`src/rtl/instr_load_pkg.sv`:
```
// Shared types and helpers for the instruction-memory reload sequencer.
package instr_load_pkg;

  localparam int unsigned DEPTH_DEFAULT = 32;
  localparam int unsigned WORD_BYTES    = 4;

  typedef enum logic [2:0] {
    IDLE,
    HOLD,
    LOAD,
    FLUSH,
    RESTART
  } state_e;

  // Requested word count limited to the memory depth.
  function automatic logic [31:0] clamp_len(input logic [31:0] len, input logic [31:0] depth);
    return (len > depth) ? depth : len;
  endfunction

endpackage

```
`src/rtl/load_word_counter.sv`:
```
// Word index for the load stream, with a last-beat compare against the latched length.
module load_word_counter #(
  parameter int unsigned DEPTH = 32,
  parameter int unsigned LEN_W = 6
) (
  input  logic                     clk_i,
  input  logic                     rst_i,
  input  logic                     clr,
  input  logic                     inc,
  input  logic [LEN_W-1:0]         len,
  output logic [$clog2(DEPTH):0]   idx,
  output logic                     last_c
);

  localparam int unsigned IDX_W = $clog2(DEPTH) + 1;
  localparam int unsigned CMP_W = (IDX_W > LEN_W) ? IDX_W : LEN_W;

  always_ff @(posedge clk_i) begin
    if (rst_i)    idx <= '0;
    else if (clr) idx <= '0;
    else if (inc) idx <= idx + IDX_W'(1);
  end

  // Compared as idx+1 == len so a zero length never matches.
  assign last_c = (CMP_W'(idx) + CMP_W'(1)) == CMP_W'(len);

endmodule

```
`src/rtl/instr_load_ctrl.sv`:
```
// Holds the CPU, streams instruction words into memory from address 0, then restarts the CPU.
module instr_load_ctrl
  import instr_load_pkg::*;
#(
  parameter int unsigned DEPTH = DEPTH_DEFAULT,
  parameter int unsigned LEN_W = 6
) (
  input  logic             clk_i,
  input  logic             rst_i,
  input  logic             load_req_i,
  input  logic [LEN_W-1:0] load_len_i,
  input  logic             wvalid_i,
  input  logic [31:0]      wdata_i,
  output logic             wready_o,
  output logic             mem_we_o,
  output logic [31:0]      mem_waddr_o,
  output logic [31:0]      mem_wdata_o,
  output logic             cpu_hold_o,
  output logic             cpu_rst_o,
  output logic             busy_o,
  output logic             done_o
);

  localparam int unsigned IDX_W = $clog2(DEPTH) + 1;

  state_e             state_q, state_d;
  logic [LEN_W-1:0]   len_q;
  logic [IDX_W-1:0]   idx;
  logic               last_c;
  logic               accept_c;
  logic               clr_c;

  assign accept_c = wvalid_i & wready_o;

  load_word_counter #(.DEPTH(DEPTH), .LEN_W(LEN_W)) u_cnt (
    .clk_i  (clk_i),
    .rst_i  (rst_i),
    .clr    (clr_c),
    .inc    (accept_c),
    .len    (len_q),
    .idx    (idx),
    .last_c (last_c)
  );

  // Next-state decode.
  always_comb begin
    state_d = state_q;
    clr_c   = 1'b0;
    case (state_q)
      IDLE: begin
        if (load_req_i) begin
          clr_c   = 1'b1;
          state_d = HOLD;
        end
      end
      HOLD:    state_d = (len_q == '0) ? RESTART : LOAD;
      LOAD:    if (accept_c && last_c) state_d = FLUSH;
      FLUSH:   state_d = RESTART;
      RESTART: state_d = IDLE;
      default: state_d = IDLE;
    endcase
  end

  // State, latched length and outputs registered from the next state.
  always_ff @(posedge clk_i) begin
    if (rst_i) begin
      state_q     <= IDLE;
      len_q       <= '0;
      wready_o    <= 1'b0;
      cpu_hold_o  <= 1'b0;
      busy_o      <= 1'b0;
      cpu_rst_o   <= 1'b0;
      done_o      <= 1'b0;
      mem_we_o    <= 1'b0;
      mem_waddr_o <= '0;
      mem_wdata_o <= '0;
    end else begin
      state_q    <= state_d;
      if (state_q == IDLE && load_req_i)
        len_q <= LEN_W'(clamp_len(32'(load_len_i), 32'(DEPTH)));
      wready_o   <= (state_d == LOAD);
      cpu_hold_o <= (state_d != IDLE);
      busy_o     <= (state_d != IDLE);
      cpu_rst_o  <= (state_d == RESTART);
      done_o     <= (state_d == RESTART);
      mem_we_o   <= accept_c;
      if (accept_c) begin
        mem_waddr_o <= 32'(idx) * 32'(WORD_BYTES);
        mem_wdata_o <= wdata_i;
      end
    end
  end

endmodule

```
`config.mk`:
```
export PLATFORM = sky130hd
export DESIGN_NAME = instr_load_ctrl
export DESIGN_NICKNAME = d
export VERILOG_FILES = /design/src/rtl/instr_load_pkg.sv /design/src/rtl/load_word_counter.sv /design/src/rtl/instr_load_ctrl.sv
export SDC_FILE = /design/constraint.sdc
export NUM_CORES = 1
export LEC_CHECK = 0
export ABC_AREA = 1
export ABC_CLOCK_PERIOD_IN_PS = 1300
export CORE_MARGIN = 2
export CORE_UTILIZATION = 37
export CTS_CLUSTER_SIZE = 14
export DETAILED_ROUTE_END_ITERATION = 8
export GPL_TIMING_DRIVEN = 0
export MAX_ROUTING_LAYER = met4
export PLACE_DENSITY = 0.76
export SLEW_MARGIN = 5
export SYNTH_ARGS = -nofsm -noshare
export SYNTH_HDL_FRONTEND = slang
export SYNTH_SLANG_ARGS = --single-unit
```
`constraint.sdc`:
```
create_clock -name clk_i -period 1.3 [get_ports clk_i]
set_input_delay 0.13 -clock clk_i [delete_from_list [all_inputs] [get_ports clk_i]]
set_output_delay 0.13 -clock clk_i [all_outputs]
set_load 0.01 [all_outputs]
```
; Word-level counts from Yosys, hierarchy flattened
; Index checks and enable logic that the tools add are counted.
; W data, S select, Z words.
[totals]
ff_bits = 57
latch_bits = 0
ramBits = 0
romBits = 0
in_bits = 42
elab_cells = 31
memories = 0
[op_classes]
addsub = 1
multipliers = 0
div_mod_pow = 0
n_lt_le_gt_ge = 1
n_eq_ne = 6
shifts = 0
muxes = 7
bitwise_logic = 1
n_reduce_logical = 6
[op_table]
columns = op, count
row1 = $pmux W3 S4, 1
row2 = $eq A3 B2 Y1 const B, 3
row3 = $mux W3, 3
row4 = $add A6 B1 Y6 const B, 1
row5 = $eq A6 B6 Y1, 1
row6 = $gt A6 B6 Y1 const B, 1
row7 = $logic_not A6 Y1, 1
row8 = $mux W6, 1
row9 = $eq A3 B1 Y1 const B, 1
row10 = $eq A3 B3 Y1 const B, 1
row11 = $logic_not A3 Y1, 1
row12 = $reduce_bool A3 Y1, 1
row13 = $logic_and A1 B1 Y1, 2
row14 = $mux W1, 2
row15 = $reduce_or A2 Y1, 1
row16 = $and A1 B1 Y1, 1

; Depth between registers and ports, before layout
[depth]
ltp_word = 6
depth_mapped = 12
depth_no_buf = 12

; By module
; Synthesis repeated with hierarchy kept, for this count alone.
[hier_totals]
cells_unflattened = 342
area_unflattened_um2 = 2508.7
[modules_own_cells]
columns = module, instances, cells_per_inst, area_each_um2, seq_area_each_um2
row1 = instr_load_ctrl, 1, 267, 2040.7, 1021.0
row2 = load_word_counter, 1, 75, 467.9, 120.1

; Worst setup path before layout
; OpenSTA, ideal clock, no wires.
[synth_path]
path_kind = flip-flop to flip-flop
startpoint = register u_cnt.idx[0]
endpoint = register wready_o
setup_time_ns = 0.112
arrival_time_ns = 1.225
required_ns = 1.188
path_slack_ns = -0.037
stages_incl_launch_ff = 10
path_buffers = 0
path_cell_list = dfxtp_1 > ha_1 > nand2_1 > nand3_1 > nor2_1 > nand2_1 > nor2_2 > nand3_2 > nand2_1 > nor2_2
[synth_via]
elab_chain_len = 6
[synth_lines]
columns = item, line_no
row1 = from (decl), load_word_counter.sv:11  ; output logic [$clog2(DEPTH):0] idx,
row2 = from (signal assigned), load_word_counter.sv:21  ; else if (inc) idx <= idx + IDX_W'(1);
row3 = $add A6 B1 Y6, load_word_counter.sv:25  ; assign last_c = (CMP_W'(idx) + CMP_W'(1)) == CMP_W'(len);
row4 = $eq A6 B6 Y1, load_word_counter.sv:25
row5 = $logic_and A1 B1 Y1, instr_load_ctrl.sv:57  ; LOAD: if (accept_c && last_c) state_d = FLUSH;
row6 = $mux W3, instr_load_ctrl.sv:57
row7 = $pmux W3 S4, instr_load_ctrl.sv:49  ; case (state_q)
row8 = $eq A3 B2 Y1, instr_load_ctrl.sv:81  ; wready_o <= (state_d == LOAD);
row9 = to (signal assigned), instr_load_ctrl.sv:81
row10 = to (decl), instr_load_ctrl.sv:14  ; output logic wready_o,
; Every way passes these cells.
; A chain may end at the register's enable or synchronous reset.

; Worst setup path in the final report
; Ends and elaborated chain as after synthesis.

==> impl_results.md <==
- Drt total wl: 6.05 mm
- Die height: around 86 um
- Pleak: 1.78 nW
- Final antenna-violating net count: 0
- Register bit total from synthesis: 57
- Syn Area/Cell: 7.47 sq um
- Final instance area: 0.00370 sq mm
- Flop pwr share: 0.456
- Largest net degree at the start of global routing: 11
- Logic gate share of total power: 0.140
- Max-slew violations: 0
- Placed Cells incl. Taps: 517
- Failing checks: negative setup slack
- Worst EP required: roughly 1500 ps
- Setup TNS: -37.2 ps
- Clock skew: slightly below 5 ps
- Min-Delay Path Class: input pin to flop
- Period utilisation layout: 1.02
- Worst-path cell chain: ha_4, inv_2, nand2_1, nand3_1, nor2_1, nand2_1, nor2_2, nand3_2, nand2_1, nor2_2
- Total power: roughly 4.0 mW
- CTS tree: yes
- Register clock-pin slew on the reported worst setup and hold paths: approximately 60 ps
- Gr usage total: 0.176
- Starting Density: 0.386
- Clk network pwr share: 0.404
- Longest Clk Path Bufs: 2
- Clock root buffer: clkbuf_8
- Rows: 29
- Fin crit period: 1330 ps
- Final hold violations: 0
- Critical path launch point type: flop
- Fin cells: 534
- Final Util: 0.579
- Area delta synth->final: 50.0%
- Max frequency: 0.751 GHz
- Number of global-route vias before repair: 2305
- Critical Path Sink Type: flop
- Vias/cell: 4.51
- Crit path DAT: between 1500 and 2000 ps
- Worst path slowest cell: dfxtp_4
- Fin nets: 496
- Net Sw Power: 964 uW
- Setup Crit Path Kind: flop to flop
- Pre-CTS setup slack: -384 ps
- Netlist cell types: 28
- Vias: 2410
- Internal Pwr Total: 3.08 mW
- Switching share of power: 0.238
- CTS buffer count: 9
- I/O pin cnt: 112
- Critical path's most frequent cell: nand2_1
- Initial antenna violation count: 0
- Total die area: 0.00733 sq mm
- Routed WL per cell: 11.3 um
- Drt initial violations: 62
- Max-cap violations: 0
- Total global routing overflow: 0
- Final routed DRC violation total: 0
- Status: finished with violations
- Pwr Density: between 1000 and 1500 mW/mm^2
- Maximum vdd ir drop: 843 uV
- Port Buffers: 85
- Yosys warning total: 0
- Most frequent cells in the layout: 81 x nor2_1, 53 x dfxtp_1, 45 x o21ai_0
- TritonRoute pass-1 iters: 4
- First-pass GRT wire length: 10.0 mm
- GP Congestion: between 0.8 and 0.9
- Commonest non-fill, non-tap cell in the layout: nor2_1
- Hold_buf cts: 0
- Ratio of cells with drive above 1 in the final layout: 0.171
- Synthesized cell area: approximately 0.0025 sq mm
- Horiz. Die Dim: 85.6 um
- Dpl hpwl: 4.57 mm
- Core Area: 0.00639 sq mm
- Final worst setup slack: -31.2 ps
- Setup-failing EPs final: 2
- Register area share after synthesis: 0.463
- Max incr delay on CP: 350 ps
- Worst-Skew Late Latency: 320 ps
- CTS Sinks: 57
- N_diodes: 0
- Post-synthesis cell count: 330
- # H-tree levels: 3
- Min Hold Slack: 388 ps
- Placement Cell Area: 0.00352 sq mm
- Worst Path Max Fanout: 3
- RSZ-0062 raised after global routing: yes
## worst paths after layout
kind                       start        endpoint  slack, ps  cells after the start
setup / recovery    u_cnt.idx[0]        wready_o        -30                     10
hold / removal     load_len_i[0]        len_q[0]        390                      3
setup reg to reg    u_cnt.idx[0]        wready_o        -30                     10
hold reg to reg   mem_waddr_o[6]  mem_waddr_o[6]        480                      2
## worst max-delay path, delay by kind of cell, from the launching register on
kind / cells / cell delay [ps]
and+or+nand+nor: 8 / 590
DFF: 1 / 350
adders and majority gates: 1 / 270
buffers and inverters: 1 / 30
## synthesized netlist by cell type
cell      number  area share
a21oi_1        9       0.018
a21oi_2        1      0.0036
a31oi_1        1      0.0025
buf_1          1      0.0015
buf_2          1      0.0020
buf_4         28       0.085
clkbuf_1      11       0.017
clkinv_1       2      0.0030
conb_1         1      0.0015
dfxtp_1       57        0.46
ha_1           1      0.0051
inv_1         22       0.033
inv_2          1      0.0015
nand2_1       35       0.053
nand2_2        3      0.0076
nand3_1       13       0.026
nand3_2        3       0.012
nand4_1        3      0.0076
nand4_4        1      0.0086
nor2_1        81        0.12
nor2_2         3      0.0076
nor3_1         1      0.0020
o211ai_1       2      0.0061
o21a_1         1      0.0030
o21ai_0       45       0.091
o21bai_2       1      0.0046
o41ai_2        1      0.0066
or2_2          1      0.0025
## power by group through the flow
stage / registers (mW) / logic [mW] / clock network, mW
floorplan: 1.90 / 0.295 / 0
global placement: 1.89 / 0.583 / 0
detailed placement: 1.89 / 0.592 / 0
CTS: 1.84 / 0.565 / 1.66
global route: 1.85 / 0.628 / 1.75
finish: 1.84 / 0.566 / 1.63
## registers in the layout (all words and copies together) (netlist names)
register / flops
u_cnt.idx: 6
state_q: 3
mem_wdata_o: 32
mem_waddr_o: 6
busy_o: 1
len_q: 6
mem_we_o: 1
done_o: 1
wready_o: 1
## final cells by class
type	instances	area (sq um)
fillers	633	2690
flip-flops and latches	57	1150
multi-input cells	232	1080
repair buffers	87	811
plain buffers	41	270
clock buffers	12	155
well taps	77	96.3
inverters	25	93.8
clock inverters	3	40.0
## kinds of logic after synthesis
group | count (synthesis) | synth area share
other | 1 | 0.00152
AND/OR/NAND/NOR | 144 | 0.251
adder cells (fa/ha/maj) | 1 | 0.00507
buffers and inverters | 66 | 0.144
AO/OA/AOI/OAI | 61 | 0.136
flip-flops | 57 | 0.463
## metal layers
| layer | vias up | global-route usage | share of wire |
|---|---|---|---|
| li1 | 1251 | - | - |
| met1 | 1069 | 0.196 | 0.42 |
| met2 | 82 | 0.299 | 0.50 |
| met3 | 8 | 0.0529 | 0.067 |
| met4 | 0 | 0.0620 | 0.015 |
| met5 | - | - | 0 |
## what timing repair did
action | CTS | global route
pin swaps | 1 | 0
buffers inserted | 2 | 0
resized for setup | 49 | 20
setup endpoints to repair | 55 | 44
(Power assumes the default switching activity.)
